File: src/rtl/multicycle_ctrl.sv
// Multicycle control FSM: fetch/decode/execute/memory/writeback sequencing
// with memory wait states, condition skip, wait timeout fault and retire count.
//
// Ports:
//   clk_i, reset_i        clock, synchronous active-high reset
//   op_i, funct_i, rd_i   instruction fields from the IR
//   cond_pass_i           condition check result, used in DECODE
//   mem_ready_i           memory access completes this cycle
//   mem_req_o, mem_w_o    memory request / write enable
//   adr_src_o             memory address select (0 PC, 1 ALU result)
//   ir_write_o, pc_write_o, reg_w_o, link_o   datapath strobes
//   alu_src_a_o, alu_src_b_o, alu_op_o, result_src_o   datapath mux selects
//   state_o               current state code
//   fault_o               sticky fault flag
//   retired_o             count of completed instructions
module multicycle_ctrl #(
    parameter int unsigned TIMEOUT = 16,
    parameter int unsigned CNT_W   = 32
) (
    input  logic             clk_i,
    input  logic             reset_i,
    input  logic [1:0]       op_i,
    input  logic [5:0]       funct_i,
    input  logic [3:0]       rd_i,
    input  logic             cond_pass_i,
    input  logic             mem_ready_i,
    output logic             mem_req_o,
    output logic             mem_w_o,
    output logic             adr_src_o,
    output logic             ir_write_o,
    output logic             pc_write_o,
    output logic             reg_w_o,
    output logic             link_o,
    output logic             alu_src_a_o,
    output logic [1:0]       alu_src_b_o,
    output logic             alu_op_o,
    output logic [1:0]       result_src_o,
    output logic [3:0]       state_o,
    output logic             fault_o,
    output logic [CNT_W-1:0] retired_o
);

    localparam int unsigned TO_W =
        (TIMEOUT == 0) ? 1 : $clog2(TIMEOUT + 1);

    typedef enum logic [3:0] {
        S_FETCH    = 4'd0,
        S_DECODE   = 4'd1,
        S_MEMADDR  = 4'd2,
        S_EXEC_R   = 4'd3,
        S_EXEC_I   = 4'd4,
        S_BRANCH   = 4'd5,
        S_MEMREAD  = 4'd6,
        S_MEMWRITE = 4'd7,
        S_ALUWB    = 4'd8,
        S_MEMWB    = 4'd9,
        S_FAULT    = 4'd10
    } state_e;

    state_e            state_q, state_d;
    logic [TO_W-1:0]   to_cnt_q, to_cnt_d;
    logic              fault_q, fault_d;
    logic [CNT_W-1:0]  retired_q, retired_d;

    logic wait_st;
    logic timeout;
    logic no_wb;
    logic retire;
    logic strobe_en;

    logic req_raw, mw_raw, irw_raw, pcw_raw, rw_raw, lk_raw;

    assign wait_st = (state_q == S_FETCH) ||
                     (state_q == S_MEMREAD) ||
                     (state_q == S_MEMWRITE);

    assign timeout = (TIMEOUT != 0) && wait_st && !mem_ready_i &&
                     (to_cnt_q == TO_W'(TIMEOUT));

    // tst/teq/cmp/cmn only set flags: funct[4:1] = 10xx
    assign no_wb = funct_i[4] && !funct_i[3];

    // Reset and the timeout cycle both suppress every side effect.
    assign strobe_en = !reset_i && !timeout;

    always_comb begin
        state_d = state_q;
        unique case (state_q)
            S_FETCH: begin
                if (timeout)          state_d = S_FAULT;
                else if (mem_ready_i) state_d = S_DECODE;
            end
            S_DECODE: begin
                if (!cond_pass_i) begin
                    state_d = S_FETCH;
                end else begin
                    unique case (1'b1)
                        (op_i == 2'b01):
                            state_d = S_MEMADDR;
                        (op_i == 2'b00) && !funct_i[5]:
                            state_d = S_EXEC_R;
                        (op_i == 2'b00) && funct_i[5]:
                            state_d = S_EXEC_I;
                        (op_i == 2'b10):
                            state_d = S_BRANCH;
                        default:
                            state_d = S_FAULT;
                    endcase
                end
            end
            S_MEMADDR:
                state_d = funct_i[0] ? S_MEMREAD : S_MEMWRITE;
            S_EXEC_R: state_d = S_ALUWB;
            S_EXEC_I: state_d = S_ALUWB;
            S_BRANCH: state_d = S_FETCH;
            S_MEMREAD: begin
                if (timeout)          state_d = S_FAULT;
                else if (mem_ready_i) state_d = S_MEMWB;
            end
            S_MEMWRITE: begin
                if (timeout)          state_d = S_FAULT;
                else if (mem_ready_i) state_d = S_FETCH;
            end
            S_ALUWB:  state_d = S_FETCH;
            S_MEMWB:  state_d = S_FETCH;
            S_FAULT:  state_d = S_FAULT;
            default:  state_d = S_FAULT;
        endcase
    end

    always_comb begin
        req_raw      = 1'b0;
        mw_raw       = 1'b0;
        irw_raw      = 1'b0;
        pcw_raw      = 1'b0;
        rw_raw       = 1'b0;
        lk_raw       = 1'b0;
        adr_src_o    = 1'b0;
        alu_src_a_o  = 1'b0;
        alu_src_b_o  = 2'b00;
        alu_op_o     = 1'b0;
        result_src_o = 2'b00;
        unique case (state_q)
            S_FETCH: begin
                req_raw      = 1'b1;
                alu_src_a_o  = 1'b1;
                alu_src_b_o  = 2'b10;
                result_src_o = 2'b10;
                irw_raw      = mem_ready_i;
                pcw_raw      = mem_ready_i;
            end
            S_DECODE: begin
                alu_src_a_o  = 1'b1;
                alu_src_b_o  = 2'b10;
                result_src_o = 2'b10;
            end
            S_MEMADDR: alu_src_b_o = 2'b01;
            S_EXEC_R: begin
                alu_op_o    = 1'b1;
                alu_src_b_o = 2'b00;
            end
            S_EXEC_I: begin
                alu_op_o    = 1'b1;
                alu_src_b_o = 2'b01;
            end
            S_BRANCH: begin
                alu_src_b_o  = 2'b01;
                result_src_o = 2'b10;
                pcw_raw      = 1'b1;
                lk_raw       = funct_i[4];
                rw_raw       = funct_i[4];
            end
            S_MEMREAD: begin
                req_raw   = 1'b1;
                adr_src_o = 1'b1;
            end
            S_MEMWRITE: begin
                req_raw   = 1'b1;
                mw_raw    = 1'b1;
                adr_src_o = 1'b1;
            end
            S_ALUWB: begin
                result_src_o = 2'b00;
                rw_raw       = !no_wb;
                pcw_raw      = (rd_i == 4'd15) && !no_wb;
            end
            S_MEMWB: begin
                result_src_o = 2'b01;
                rw_raw       = 1'b1;
                pcw_raw      = (rd_i == 4'd15);
            end
            default: ;
        endcase
    end

    assign mem_req_o  = req_raw && strobe_en;
    assign mem_w_o    = mw_raw  && strobe_en;
    assign ir_write_o = irw_raw && strobe_en;
    assign pc_write_o = pcw_raw && strobe_en;
    assign reg_w_o    = rw_raw  && strobe_en;
    assign link_o     = lk_raw  && strobe_en;

    always_comb begin
        to_cnt_d = to_cnt_q + TO_W'(1);
        if ((TIMEOUT == 0) || !wait_st || mem_ready_i ||
            (state_d != state_q)) begin
            to_cnt_d = '0;
        end
    end

    assign retire = (state_d == S_FETCH) &&
                    ((state_q == S_BRANCH) ||
                     (state_q == S_MEMWRITE) ||
                     (state_q == S_ALUWB) ||
                     (state_q == S_MEMWB));

    assign retired_d = retire ? retired_q + CNT_W'(1) : retired_q;
    assign fault_d   = fault_q || (state_d == S_FAULT);

    always_ff @(posedge clk_i) begin
        if (reset_i) begin
            state_q   <= S_FETCH;
            to_cnt_q  <= '0;
            fault_q   <= 1'b0;
            retired_q <= '0;
        end else begin
            state_q   <= state_d;
            to_cnt_q  <= to_cnt_d;
            fault_q   <= fault_d;
            retired_q <= retired_d;
        end
    end

    assign state_o   = state_q;
    assign fault_o   = fault_q;
    assign retired_o = retired_q;

endmodule

File: config.mk
export PLATFORM = sky130hd
export DESIGN_NAME = multicycle_ctrl
export DESIGN_NICKNAME = d
export VERILOG_FILES = /design/src/rtl/multicycle_ctrl.sv
export SDC_FILE = /design/constraint.sdc
export NUM_CORES = 1
export LEC_CHECK = 0
export ABC_AREA = 1
export BUFFER_PORTS_ARGS = -buffer_cell sky130_fd_sc_hd__buf_2
export CAP_MARGIN = 0
export CORE_MARGIN = 1.5
export CORE_UTILIZATION = 55
export CTS_CLUSTER_SIZE = 30
export DETAILED_ROUTE_END_ITERATION = 6
export HOLD_SLACK_MARGIN = 0.1
export PLACE_DENSITY = 0.81
export SYNTH_ARGS = -nofsm -noshare
export SYNTH_HDL_FRONTEND = slang
export SYNTH_SLANG_ARGS = --single-unit
File: constraint.sdc
create_clock -name clk_i -period 2.7 [get_ports clk_i]
set_input_delay 0 -clock clk_i [delete_from_list [all_inputs] [get_ports clk_i]]
set_output_delay 0 -clock clk_i [all_outputs]
set_load 0.01 [all_outputs]
==> out/qor.yml <==
route:
  routed_wirelength_mm: 7.48
  dr.pass1.iters: 4
  vias: 3126
  viasPerCell: 5.12
  wire_per_inst_um: 12.3
  ant_nets: 0
  drt_iter0_markers: 162
  drc: 0
sta:
  setup_viol: 0
  period_share_pct: 76.0
  period_minus_slack_ps: 2050
  hold_viol_final: 0
  slew_headroom_pct: 57.3
  rsz0062_at_grt: "false"
  skew_ps: 6.38
  finalMaxSlewViolations: 0
  tightest_slew_ps: 641
  tns_ps: 0
  timing.fmax_mhz: 488
  worst_slack_ps: 649
setup_path:
  cpMostUsedCell: "nand3_2"
  cpPeakStageDelay_ps: 590
  start_kind: "register"
  path_class: "reg -> reg"
  required_ps: 2870
  regToRegStartpoint: "state_o[2]"
  cp_max_fo: 19
  critical_path.startpoint: "state_o[2]"
  crit_buf_inv: 1
  critPathTopFamily: "simple AND/OR/NAND/NOR gates"
  cp_cell_sequence: "nor2_2 -> nand3_2 -> nand2_2 -> nor2_4 -> nand3_2 -> buf_4 -> nand2_1 -> a21oi_2"
  crit_arrival_ps: 2220
  critPathSlowestCell: "dfxtp_1"
  end_kind: "register"
yosys:
  syn_inst: 478
  syn_nets: 497
  yosysWarningCount: 0
  syn_area_per_cell_um2: 6.38
  synth-seq-cells: 42
  synth_cell_type_count: 31
  synth_area_um2: 3050
  yosysSeqAreaShare_pct: 27.6
final_layout:
  final_cell_area_um2: 3450
  most-common-layout-cells: "153 x nand2_1, 79 x nor2_1, 63 x buf_2, 43 x inv_1, 42 x dfxtp_1"
  final_common_cell: "nand2_1"
  antennaDiodeCount: 0
  area_growth_pct: 13.1
  nets: 558
  drive_gt1_share_pct: 28.0
  fin_util_pct: 65.9
clocking:
  clock_latency_ps: 300
  cts_made_buffers: 5
  cts_setup_buffers: 0
  h-tree-depth: 2
  cts_root_buf: "clkbuf_8"
  path_clk_slew_ps: 90
  clk_path_buf_depth: 2
  holdBufCountCts: 1
  post_cts_resized: 0
  clock_sinks: 42
  cts_tree: "done"
global_routing:
  grt_overflow_total: 0
  grt.total_usage_pct: 26.0
  grt_pass1_wl_mm: 12.8
  antenna_found_initial: 0
  grt_max_degree: 32
  grt_pass1_vias: 2954
pwr:
  powerDensity_nw_per_um2: 456
  switchingPower_uw: 594
  swShare_pct: 37.8
  p_comb_share_pct: 30.1
  power.total_mw: 1.57
  p_leak_nw: 1.44
  pwr-share-clk_pct: 26.2
  power.internal_uw: 979
  peakVddDrop_uv: 234
  p_seq_share_pct: 43.7
worst_hold_path:
  hp-class: "in -> reg"
  min_from: "reset_i"
floorplanning:
  io_pins: 66
  start_util_pct: 58.3
  fp.dieH_um: 77.5
  core_area_um2: 5240
  die_w_um: 77.5
  die_area_um2: 6000
  placementRows: 26
job:
  maxCapViolCount: 0
place:
  dp_slack_ps: 679
  gp_routability_congestion: 0.927
  dp_hpwl_mm: 5.68
  placed_area_um2: 3360
  port_buffers: 63
outcome:
  status: "completed"
## metrics by stage
stage / cells / hold WS [ps]
final: 610 / 135
after global placement: 601 / 361
after detailed placement: 601 / 364
after floorplan: 478 / 143
after global routing: 610 / 171
after CTS: 610 / 137
## final timing paths
path / end / slack [ps] / cells after the start
max: retired_o[2] / 650 / 8
min: state_o[0] / 140 / 2
max reg2reg: retired_o[2] / 650 / 8
min reg2reg: fault_o / 460 / 2
## final cells by class
class	count	area [µm²]
Timing Repair Buffer	66	340
Clock inverter	2	13.8
Inverter	47	176
Fill cell	497	1790
Clock buffer	6	72.6
Multi-Input combinational cell	377	1920
Tap cell	70	87.6
Sequential cell	42	841
## flip-flops by register name (all words and copies together), names as in the netlist
signal     cells
fault_o        1
to_cnt_q       5
retired_o     32
state_o        4
## cells by family after synthesis
| group | after synthesis | synth area share, % |
|---|---|---|
| and+or+nand+nor | 309 | 44.9 |
| buffers and inverters | 59 | 9.51 |
| AOI/OAI and AO/OA | 47 | 11.7 |
| DFF | 42 | 27.6 |
| xor gates and xnor gates | 18 | 5.17 |
| adders and majority gates | 3 | 1.23 |
## layer usage
metal / vias up / share of wire [%] / GRT usage, %
li1: 1607 / - / -
met1: 1421 / 44 / 31.5
met2: 78 / 48 / 46.0
met3: 20 / 4.7 / 3.65
met4: 0 / 2.4 / 10.7
met5: - / 0 / 0
## cells in the mapped netlist, drive strengths merged
cell | number | area (µm²)
inv | 47 | 176
nor3 | 1 | 5.00
buf | 8 | 98.8
xor2 | 13 | 114
nor2 | 84 | 357
dfxtp | 42 | 841
nand4 | 2 | 12.5
o31ai | 1 | 7.51
o21bai | 1 | 7.51
or2 | 1 | 6.26
a31oi | 2 | 12.5
o22ai | 1 | 6.26
nand2 | 187 | 792
a21oi | 34 | 283
nand3 | 33 | 190
ha | 3 | 37.5
and3 | 1 | 6.26
clkbuf | 4 | 15.0
xnor2 | 5 | 43.8
o21ai | 8 | 40.0
## power groups by stage
stage | Clock (mW) | Sequential, mW | Combinational (mW)
6_report | 0.412 | 0.687 | 0.474
3_5_place_dp | 0 | 0.699 | 0.472
2_1_floorplan | 0 | 0.689 | 0.401
4_1_cts | 0.421 | 0.685 | 0.475
3_3_place_gp | 0 | 0.697 | 0.462
5_1_grt | 0.448 | 0.692 | 0.528
Note: power is estimated with default switching activity, not from simulation.
